===== src/rtl/rng_pkg.sv =====
// Shared types and defaults for the ring-oscillator entropy collector.
// Imported by rng_collector.
package rng_pkg;

  typedef enum logic {
    PAIR0 = 1'b0,
    PAIR1 = 1'b1
  } vn_state_t;

  localparam int SYNC_DEF      = 2;
  localparam int DIV_W_DEF     = 8;
  localparam int OUT_W_DEF     = 8;
  localparam int REP_LIMIT_DEF = 32;
  localparam int REP_W         = 8;

  localparam logic [REP_W-1:0] REP_MAX = '1;

  function automatic logic [REP_W-1:0] rep_inc(
    input logic [REP_W-1:0] c
  );
    return (c == REP_MAX) ? c : c + 1'b1;
  endfunction

endpackage


===== src/rtl/bit_sync.sv =====
// Multi-flop synchroniser for an asynchronous single-bit input.
// The first flop may go metastable; only the last stage is used.
module bit_sync #(
  parameter int STAGES = 2
) (
  input  logic clk,
  input  logic rst_n,
  input  logic d,
  output logic q
);

  logic [STAGES-1:0] sync_q;
  logic [STAGES-1:0] sync_d;

  always_comb begin
    sync_d = {sync_q[STAGES-2:0], d};
  end

  always_ff @(posedge clk or negedge rst_n) begin
    if (!rst_n) begin
      sync_q <= '0;
    end else begin
      sync_q <= sync_d;
    end
  end

  assign q = sync_q[STAGES-1];

endmodule


===== src/rtl/rng_collector.sv =====
// Entropy collector: sync, sample divider, von Neumann debias,
// byte packing, valid/ready output and repetition health test.
module rng_collector
  import rng_pkg::*;
#(
  parameter int SYNC_STAGES = SYNC_DEF,
  parameter int DIV_W       = DIV_W_DEF,
  parameter int OUT_W       = OUT_W_DEF,
  parameter int REP_LIMIT   = REP_LIMIT_DEF
) (
  input  logic             clk,
  input  logic             rst_n,
  input  logic             rnd_in,
  input  logic             en,
  input  logic             vn_en,
  input  logic [DIV_W-1:0] div,
  input  logic             clr_flags,
  input  logic             data_ready,
  output logic [OUT_W-1:0] data_out,
  output logic             data_valid,
  output logic             overrun,
  output logic             stuck
);

  localparam int CNT_W = $clog2(OUT_W);
  localparam logic [CNT_W-1:0] LAST_BIT = CNT_W'(OUT_W - 1);
  localparam logic [REP_W-1:0] REP_LIM = REP_W'(REP_LIMIT);

  logic s;

  bit_sync #(
    .STAGES(SYNC_STAGES)
  ) u_sync (
    .clk  (clk),
    .rst_n(rst_n),
    .d    (rnd_in),
    .q    (s)
  );

  logic [DIV_W-1:0] cnt_q, cnt_d;
  vn_state_t        vn_q, vn_d;
  logic             a_q, a_d;
  logic             vn_en_q, vn_en_d;
  logic [OUT_W-1:0] shift_q, shift_d;
  logic [CNT_W-1:0] bit_cnt_q, bit_cnt_d;
  logic [REP_W-1:0] rep_q, rep_d;
  logic             last_q, last_d;
  logic [OUT_W-1:0] data_out_q, data_out_d;
  logic             data_valid_q, data_valid_d;
  logic             overrun_q, overrun_d;
  logic             stuck_q, stuck_d;

  logic             tick;
  logic             accept;
  logic             bit_v;
  logic             complete;
  logic [OUT_W-1:0] word;
  vn_state_t        vn_eff;
  logic             ov_set;
  logic             st_set;
  logic             load;
  logic             drop;
  logic             free;

  always_comb begin
    cnt_d        = cnt_q;
    vn_d         = vn_q;
    a_d          = a_q;
    vn_en_d      = vn_en;
    shift_d      = shift_q;
    bit_cnt_d    = bit_cnt_q;
    rep_d        = rep_q;
    last_d       = last_q;
    data_out_d   = data_out_q;
    data_valid_d = data_valid_q;
    tick         = 1'b0;
    accept       = 1'b0;
    bit_v        = s;
    complete     = 1'b0;
    word         = shift_q;
    ov_set       = 1'b0;
    st_set       = 1'b0;
    // A vn_en toggle restarts pairing from the current sample
    vn_eff       = (vn_en != vn_en_q) ? PAIR0 : vn_q;
    vn_d         = vn_eff;

    if (!en) begin
      cnt_d     = '0;
      vn_d      = PAIR0;
      a_d       = 1'b0;
      shift_d   = '0;
      bit_cnt_d = '0;
      rep_d     = '0;
      last_d    = 1'b0;
    end else begin
      tick  = (cnt_q == div);
      cnt_d = tick ? '0 : cnt_q + 1'b1;
      if (tick) begin
        rep_d  = (s == last_q) ? rep_inc(rep_q) : REP_W'(1);
        last_d = s;
        st_set = (rep_d >= REP_LIM);
        if (!vn_en) begin
          accept = 1'b1;
          bit_v  = s;
        end else begin
          unique case (vn_eff)
            PAIR0: begin
              a_d  = s;
              vn_d = PAIR1;
            end
            PAIR1: begin
              accept = (a_q != s);
              bit_v  = a_q;
              vn_d   = PAIR0;
            end
            default: ;
          endcase
        end
      end
      if (accept) begin
        word    = {shift_q[OUT_W-2:0], bit_v};
        shift_d = word;
        if (bit_cnt_q == LAST_BIT) begin
          bit_cnt_d = '0;
          complete  = 1'b1;
        end else begin
          bit_cnt_d = bit_cnt_q + 1'b1;
        end
      end
    end

    load = complete & (~data_valid_q | data_ready);
    drop = complete & data_valid_q & ~data_ready;
    free = ~complete & data_valid_q & data_ready;

    unique case (1'b1)
      load: begin
        data_out_d   = word;
        data_valid_d = 1'b1;
      end
      drop: ov_set = 1'b1;
      free: data_valid_d = 1'b0;
      default: ;
    endcase

    overrun_d = ov_set | (overrun_q & ~clr_flags);
    stuck_d   = st_set | (stuck_q & ~clr_flags);
  end

  always_ff @(posedge clk or negedge rst_n) begin
    if (!rst_n) begin
      cnt_q        <= '0;
      vn_q         <= PAIR0;
      a_q          <= 1'b0;
      vn_en_q      <= 1'b0;
      shift_q      <= '0;
      bit_cnt_q    <= '0;
      rep_q        <= '0;
      last_q       <= 1'b0;
      data_out_q   <= '0;
      data_valid_q <= 1'b0;
      overrun_q    <= 1'b0;
      stuck_q      <= 1'b0;
    end else begin
      cnt_q        <= cnt_d;
      vn_q         <= vn_d;
      a_q          <= a_d;
      vn_en_q      <= vn_en_d;
      shift_q      <= shift_d;
      bit_cnt_q    <= bit_cnt_d;
      rep_q        <= rep_d;
      last_q       <= last_d;
      data_out_q   <= data_out_d;
      data_valid_q <= data_valid_d;
      overrun_q    <= overrun_d;
      stuck_q      <= stuck_d;
    end
  end

  assign data_out   = data_out_q;
  assign data_valid = data_valid_q;
  assign overrun    = overrun_q;
  assign stuck      = stuck_q;

endmodule

===== config.mk =====
export PLATFORM = sky130hd
export DESIGN_NAME = rng_collector
export DESIGN_NICKNAME = d
export VERILOG_FILES = /design/src/rtl/rng_pkg.sv /design/src/rtl/bit_sync.sv /design/src/rtl/rng_collector.sv
export SDC_FILE = /design/constraint.sdc
export NUM_CORES = 1
export LEC_CHECK = 0
export ABC_AREA = 1
export CAP_MARGIN = 20
export CELL_PAD_IN_SITES_DETAIL_PLACEMENT = 0
export CELL_PAD_IN_SITES_GLOBAL_PLACEMENT = 1
export CORE_UTILIZATION = 35
export CTS_CLUSTER_SIZE = 20
export DETAILED_ROUTE_END_ITERATION = 8
export GPL_ROUTABILITY_DRIVEN = 0
export PLACE_DENSITY = 0.7
export SLEW_MARGIN = 40
export SYNTH_ARGS = -nofsm -noshare
export SYNTH_HDL_FRONTEND = slang
export SYNTH_SLANG_ARGS = --single-unit

===== constraint.sdc =====
create_clock -name clk -period 3.3 [get_ports clk]
set_input_delay 0.495 -clock clk [delete_from_list [all_inputs] [get_ports clk]]
set_output_delay 0.495 -clock clk [all_outputs]
set_load 0.03 [all_outputs]

---- Word-level counts from Yosys, hierarchy flattened ----
Index checks and enable logic that the tools add are counted.
storage, ports and cells
  register bits after elaboration ......... 44
  word-level logic and storage cells ...... 79
  bits of input ports ..................... 15
cells by class
  equal/unequal tests ..................... 9
  magnitude comparators ................... 1
  multiplexer cells ....................... 36
  add/subtract/negate cells ............... 3
  bitwise logic cells ..................... 15
  reductions and logical operators ........ 2
operator list
  cell                                                                    count
  8-bit 2-to-1 mux                                                        9
  1-bit 2-to-1 mux                                                        22
  8-bit by 1-bit adder with 8-bit output (second input constant)          2
  3-bit 2-to-1 mux                                                        3
  8-bit == test                                                           1
  8-bit == test (second input constant)                                   1
  8-bit by 6-bit >= comparator with 1-bit output (second input constant)  1
  1-bit bitwise AND                                                       7
  2-bit by 1-bit != test with 1-bit output (second input constant)        3
  1-bit NOT                                                               5
  1-bit case mux with 2 select lines                                      2
  3-bit by 1-bit adder with 3-bit output (second input constant)          1
  3-bit == test (second input constant)                                   1
  1-bit bitwise OR                                                        3
  1-bit != test                                                           2
  2-bit AND reduction                                                     1
  2-bit nonzero test                                                      1
  1-bit == test                                                           1

---- Longest topological paths before layout ----
  word-level depth ........................ 12
  gate-level depth with buffers ........... 13

---- By module ----
Synthesis repeated with hierarchy kept, for this count alone.
second synthesis, totals
  cell total of the unflattened synthesis .. 303
  area total of the unflattened synthesis .. 2316.0 um2
by module, submodules not included
  module         times used  sequential area each (um2)  area each (um2)  cells an instance
  rng_collector  1           1051.0                      2265.9           301
  bit_sync       1           50.0                        50.0             2

---- Worst setup path before layout ----
Ideal clock, no wire load.
  path kind ............................... in2reg
  from .................................... in div[3]
  to ...................................... reg data_out_q[1], in the netlist data_out[1]
  required time ........................... 3.187 ns
  stages .................................. 10
  arrival ................................. 1.446 ns
  library setup time ...................... 0.113 ns
  slack ................................... 1.741 ns
  cells stage by stage .................... xnor2_1 > nand2_2 > nor2_4 > nand3_4 > nor2_4 > nand2_4 > inv_4 > nand2_1 > nand2_1 > inv_1
between the ends
  word-level cells in the longest chain between the ends .. 6
  elaborated cells on any way between the ends .. 8
  those cells by class .................... eq/ne: 1; mux: 6; bitwise: 1
ends and longest elaborated chain
  item                  line                  source
  start, declared       rng_collector.sv:16   input logic [DIV_W-1:0] div,
  8-bit == test *       rng_collector.sv:96   tick = (cnt_q == div);
  1-bit 2-to-1 mux *    rng_collector.sv:98   if (tick) begin
  1-bit 2-to-1 mux *    rng_collector.sv:87   if (!en) begin
  1-bit 2-to-1 mux      rng_collector.sv:120  if (accept) begin
  1-bit 2-to-1 mux      rng_collector.sv:87
  1-bit bitwise AND     rng_collector.sv:132  load = complete & (~data_valid_q | data_ready);
  end signal, assigned  rng_collector.sv:173  data_out_q <= data_out_d;
  end, declared         rng_collector.sv:48   logic [OUT_W-1:0] data_out_q, data_out_d;
Mark *: on every way between the ends. The rest lies on a longest branch, timed or not. The select of a mux whose other input is x is not followed.
A chain may end at the register's enable or synchronous reset.

---- Final worst setup path ----
  from .................................... in vn_en
  to ...................................... reg data_out_q[7], in the netlist data_out[7]
between the ends
  word-level cells in the longest chain between the ends .. 9
  elaborated cells on any way between the ends .. 11
  those cells by class .................... eq/ne: 1; mux: 9; bitwise: 1
ends and longest elaborated chain
  item                line                  source
  start, declared     rng_collector.sv:15   input logic vn_en,
  1-bit != test       rng_collector.sv:84   vn_eff = (vn_en != vn_en_q) ? PAIR0 : vn_q;
  1-bit 2-to-1 mux    rng_collector.sv:84
  1-bit 2-to-1 mux    rng_collector.sv:106  unique case (vn_eff)
  1-bit 2-to-1 mux *  rng_collector.sv:102  if (!vn_en) begin
  1-bit 2-to-1 mux *  rng_collector.sv:98
  1-bit 2-to-1 mux *  rng_collector.sv:87
  1-bit 2-to-1 mux    rng_collector.sv:120
  1-bit 2-to-1 mux    rng_collector.sv:87
  1-bit bitwise AND   rng_collector.sv:132
Marks and branches as above.

==> reports/results.ini <==
[run_status]
status=complete, but fails checks
violations=design-rule violations

[logic_synthesis]
synth_top_area_cell=dfrtp_1
ys_ff_latch=44
syn_inst=302
synth_edf_count=0
synth_area_leaders=dfrtp_1, nand2_1, inv_1
yosysTopAreaCellShare_pct=46.2
synth_flop_cell=dfrtp_1
synth.avg_cell_area_um2=7.88
synthesis.nets=321
netlist_area_mm2=0.00238
synth.distinct_cells=34
synthArstFlopShare_pct=100
ys_seq_area_share_pct=46.2
yosys_warnings=0

[worst_setup_path]
cp-end-kind=register
arrival_ns=2.47
crit_type=primary input to register
cp.required_ns=3.50
crit_fanout=11
start_kind=primary input

[cts]
post-cts-setup-buffers=0
clock-root-buffer=clkbuf_8
postCtsHoldBufs=0
path_clk_slew_ns=0.08
clock_sinks=44
cts_tree=built
cts.repair.resized=0
clock_latency_ns=0.30
cts.htree.levels=2
cts_buffers=5
cts_buffer_depth=2

[timing]
worst_pin_slew_ns=0.576
whs_ns=0.187
fin_crit_sh_pct=68.8
finalSetupViolCount=0
fin_crit_ns=2.27
fmax_ghz=0.441
finalSetupTns_ns=0
hold_violations=0
maxSlewViolCount=0
finClkSkew_ns=0.00786
relSlewSlack_pct=61.6
grt_setup_unrepaired=no

[detailed_routing]
vias=1873
routed_via_density=4.58
drtPass1Iterations=6
drt_wl_total_mm=4.78
drtAntennaViolNets=0
drt_first_iter_violations=75
drc=2
wl_per_cell_um=11.7

[global_routing]
grt_pass1_vias=1828
grt_usage_pct=15.0
grt_pass1_wl_mm=8.47
gr-total-overflow=0
grt_max_degree=45
antenna_found_initial=0

[placement]
port_buffers=25
dp.final_hpwl_mm=3.47

[final_layout]
num-nets-final=350
multiInputGateArea_mm2=0.00102
syn_to_final_growth_pct=17.5
drive_gt1_share_pct=9.34
diodes=0
seq_area_mm2=0.00110
n_fill_cell=683

[hold_path]
hold_class=primary input to asynchronous set/reset pin

[floorplan]
io_pins=26
die_x_um=84.5
die_h_um=84.5
die_area_mm2=0.00714
core_region_area_mm2=0.00646
initial_core_util_pct=36.9
placementRows=29

[flow_run]
maxCapViolCount=0

[power]
power_leakage_nw=1.42
ir_worst_vdd_mv=0.173
power_density_mw_per_mm2=349

==> path summary, 6_finish.rpt <==
check | startpoint | end | slack [ns] | depth (start not counted)
worst max register to register | u_sync.sync_q[1]$_DFF_PN0_ | data_out[7]$_DFFE_PN0P_ | 1.38 | 12
worst min register to register | u_sync.sync_q[0]$_DFF_PN0_ | u_sync.sync_q[1]$_DFF_PN0_ | 0.35 | 0
worst min-delay path | rst_n | rep_q[6]$_DFFE_PN0P_ | 0.19 | 1
min in group clk | u_sync.sync_q[0]$_DFF_PN0_ | u_sync.sync_q[1]$_DFF_PN0_ | 0.35 | 0
max in group asynchronous | rst_n | data_out[4]$_DFFE_PN0P_ | 2.72 | 1
worst max-delay path | vn_en | data_out[7]$_DFFE_PN0P_ | 1.03 | 12
==> area by class of cell <==
type                       count  area share, %
sequential                    44           39.4
multi-input combinational    191           36.3
timing repair buffer          26           9.12
inverter                      63           8.54
tap                           77           3.44
clock buffer                   8           3.22
==> cells by family after synthesis <==
family / Yosys count / share of synthesized area, %
compound gates: 29 / 6.73
xor+xnor: 10 / 3.68
simple gates: 148 / 30.2
buf+inv: 67 / 11.1
flops: 44 / 46.2
fa+ha+maj: 4 / 2.10
==> layer usage <==
metal | up-vias | track usage (%) | wire (µm)
met5 | - | 0 | 0
met4 | 0 | 5.08 | 68
met3 | 6 | 3.05 | 201
met2 | 28 | 23.0 | 2070
met1 | 856 | 21.1 | 2450
li1 | 983 | - | -
==> Yosys cell counts, types with 4 or more instances <==
master    n
a21oi_1   6
nand2_1  83
ha_1      4
o21ai_0  14
nand3_1  23
inv_2     4
dfrtp_1  44
nor3_1    5
nor2_4    5
nor2_1   14
inv_1    57
nand3_2   4
xor2_1    7
==> through the flow <==
stage / std cells / setup slack (ns) / utilization, % / power (W) / area [µm²]
6_report: 409 / 1.03 / 43.3 / 0.000978 / 2800
5_1_grt: 409 / 0.826 / 43.3 / 0.00103 / 2800
4_1_cts: 409 / 1.05 / 43.3 / 0.000993 / 2800
3_5_place_dp: 401 / 0.750 / 41.9 / 0.000637 / 2710
3_3_place_gp: 401 / 0.817 / 41.9 / 0.000636 / 2710
2_1_floorplan: 302 / 1.74 / - / 0.000599 / 2380
==> cells in the final DEF (no fill, tap or decap), types with 4 or more instances in the layout <==
| master | netlist | layout |
|---|---|---|
| inv_1 | 57 | 57 |
| ha_1 | 4 | 4 |
| inv_2 | 4 | 4 |
| clkdlybuf4s50_1 | 0 | 24 |
| clkbuf_8 | 0 | 6 |
| xor2_1 | 7 | 7 |
| nand3_2 | 4 | 4 |
| nand3_1 | 23 | 23 |
| o21ai_0 | 14 | 14 |
| nor2_1 | 14 | 14 |
| a21oi_1 | 6 | 6 |
| nor2_4 | 5 | 5 |
| nand2_1 | 83 | 83 |
| nor3_1 | 5 | 5 |
| dfrtp_1 | 44 | 44 |
==> critical path, stage by stage <==
cell and delay, ns:
clkdlybuf4s50_1 0.57, inv_1 0.09, a21oi_2 0.14, nand3_1 0.08, nand2_1 0.33, nand2_1 0.23, nor2_4 0.18, nand2_4 0.10
inv_4 0.11, nand2_1 0.06, nand2_1 0.06, inv_1 0.03
==> flip-flops by register name, indices dropped and copies added, names as in the netlist <==
register and count:
cnt_q 8, data_out 8, rep_q 8, shift_q 8
bit_cnt_q 3, u_sync.sync_q 2, a_q 1, data_valid 1
last_q 1, overrun 1, stuck 1, vn_en_q 1
vn_q 1
==> power breakdown <==
group          switching (W)  internal [W]  total [W]  leakage [nW]
Clock               0.000183      0.000171   0.000354        0.0455
Combinational      0.0000464     0.0000289  0.0000752         0.811
Sequential        0.00000460      0.000544   0.000548         0.569
Power figures use the tool's default switching activity.
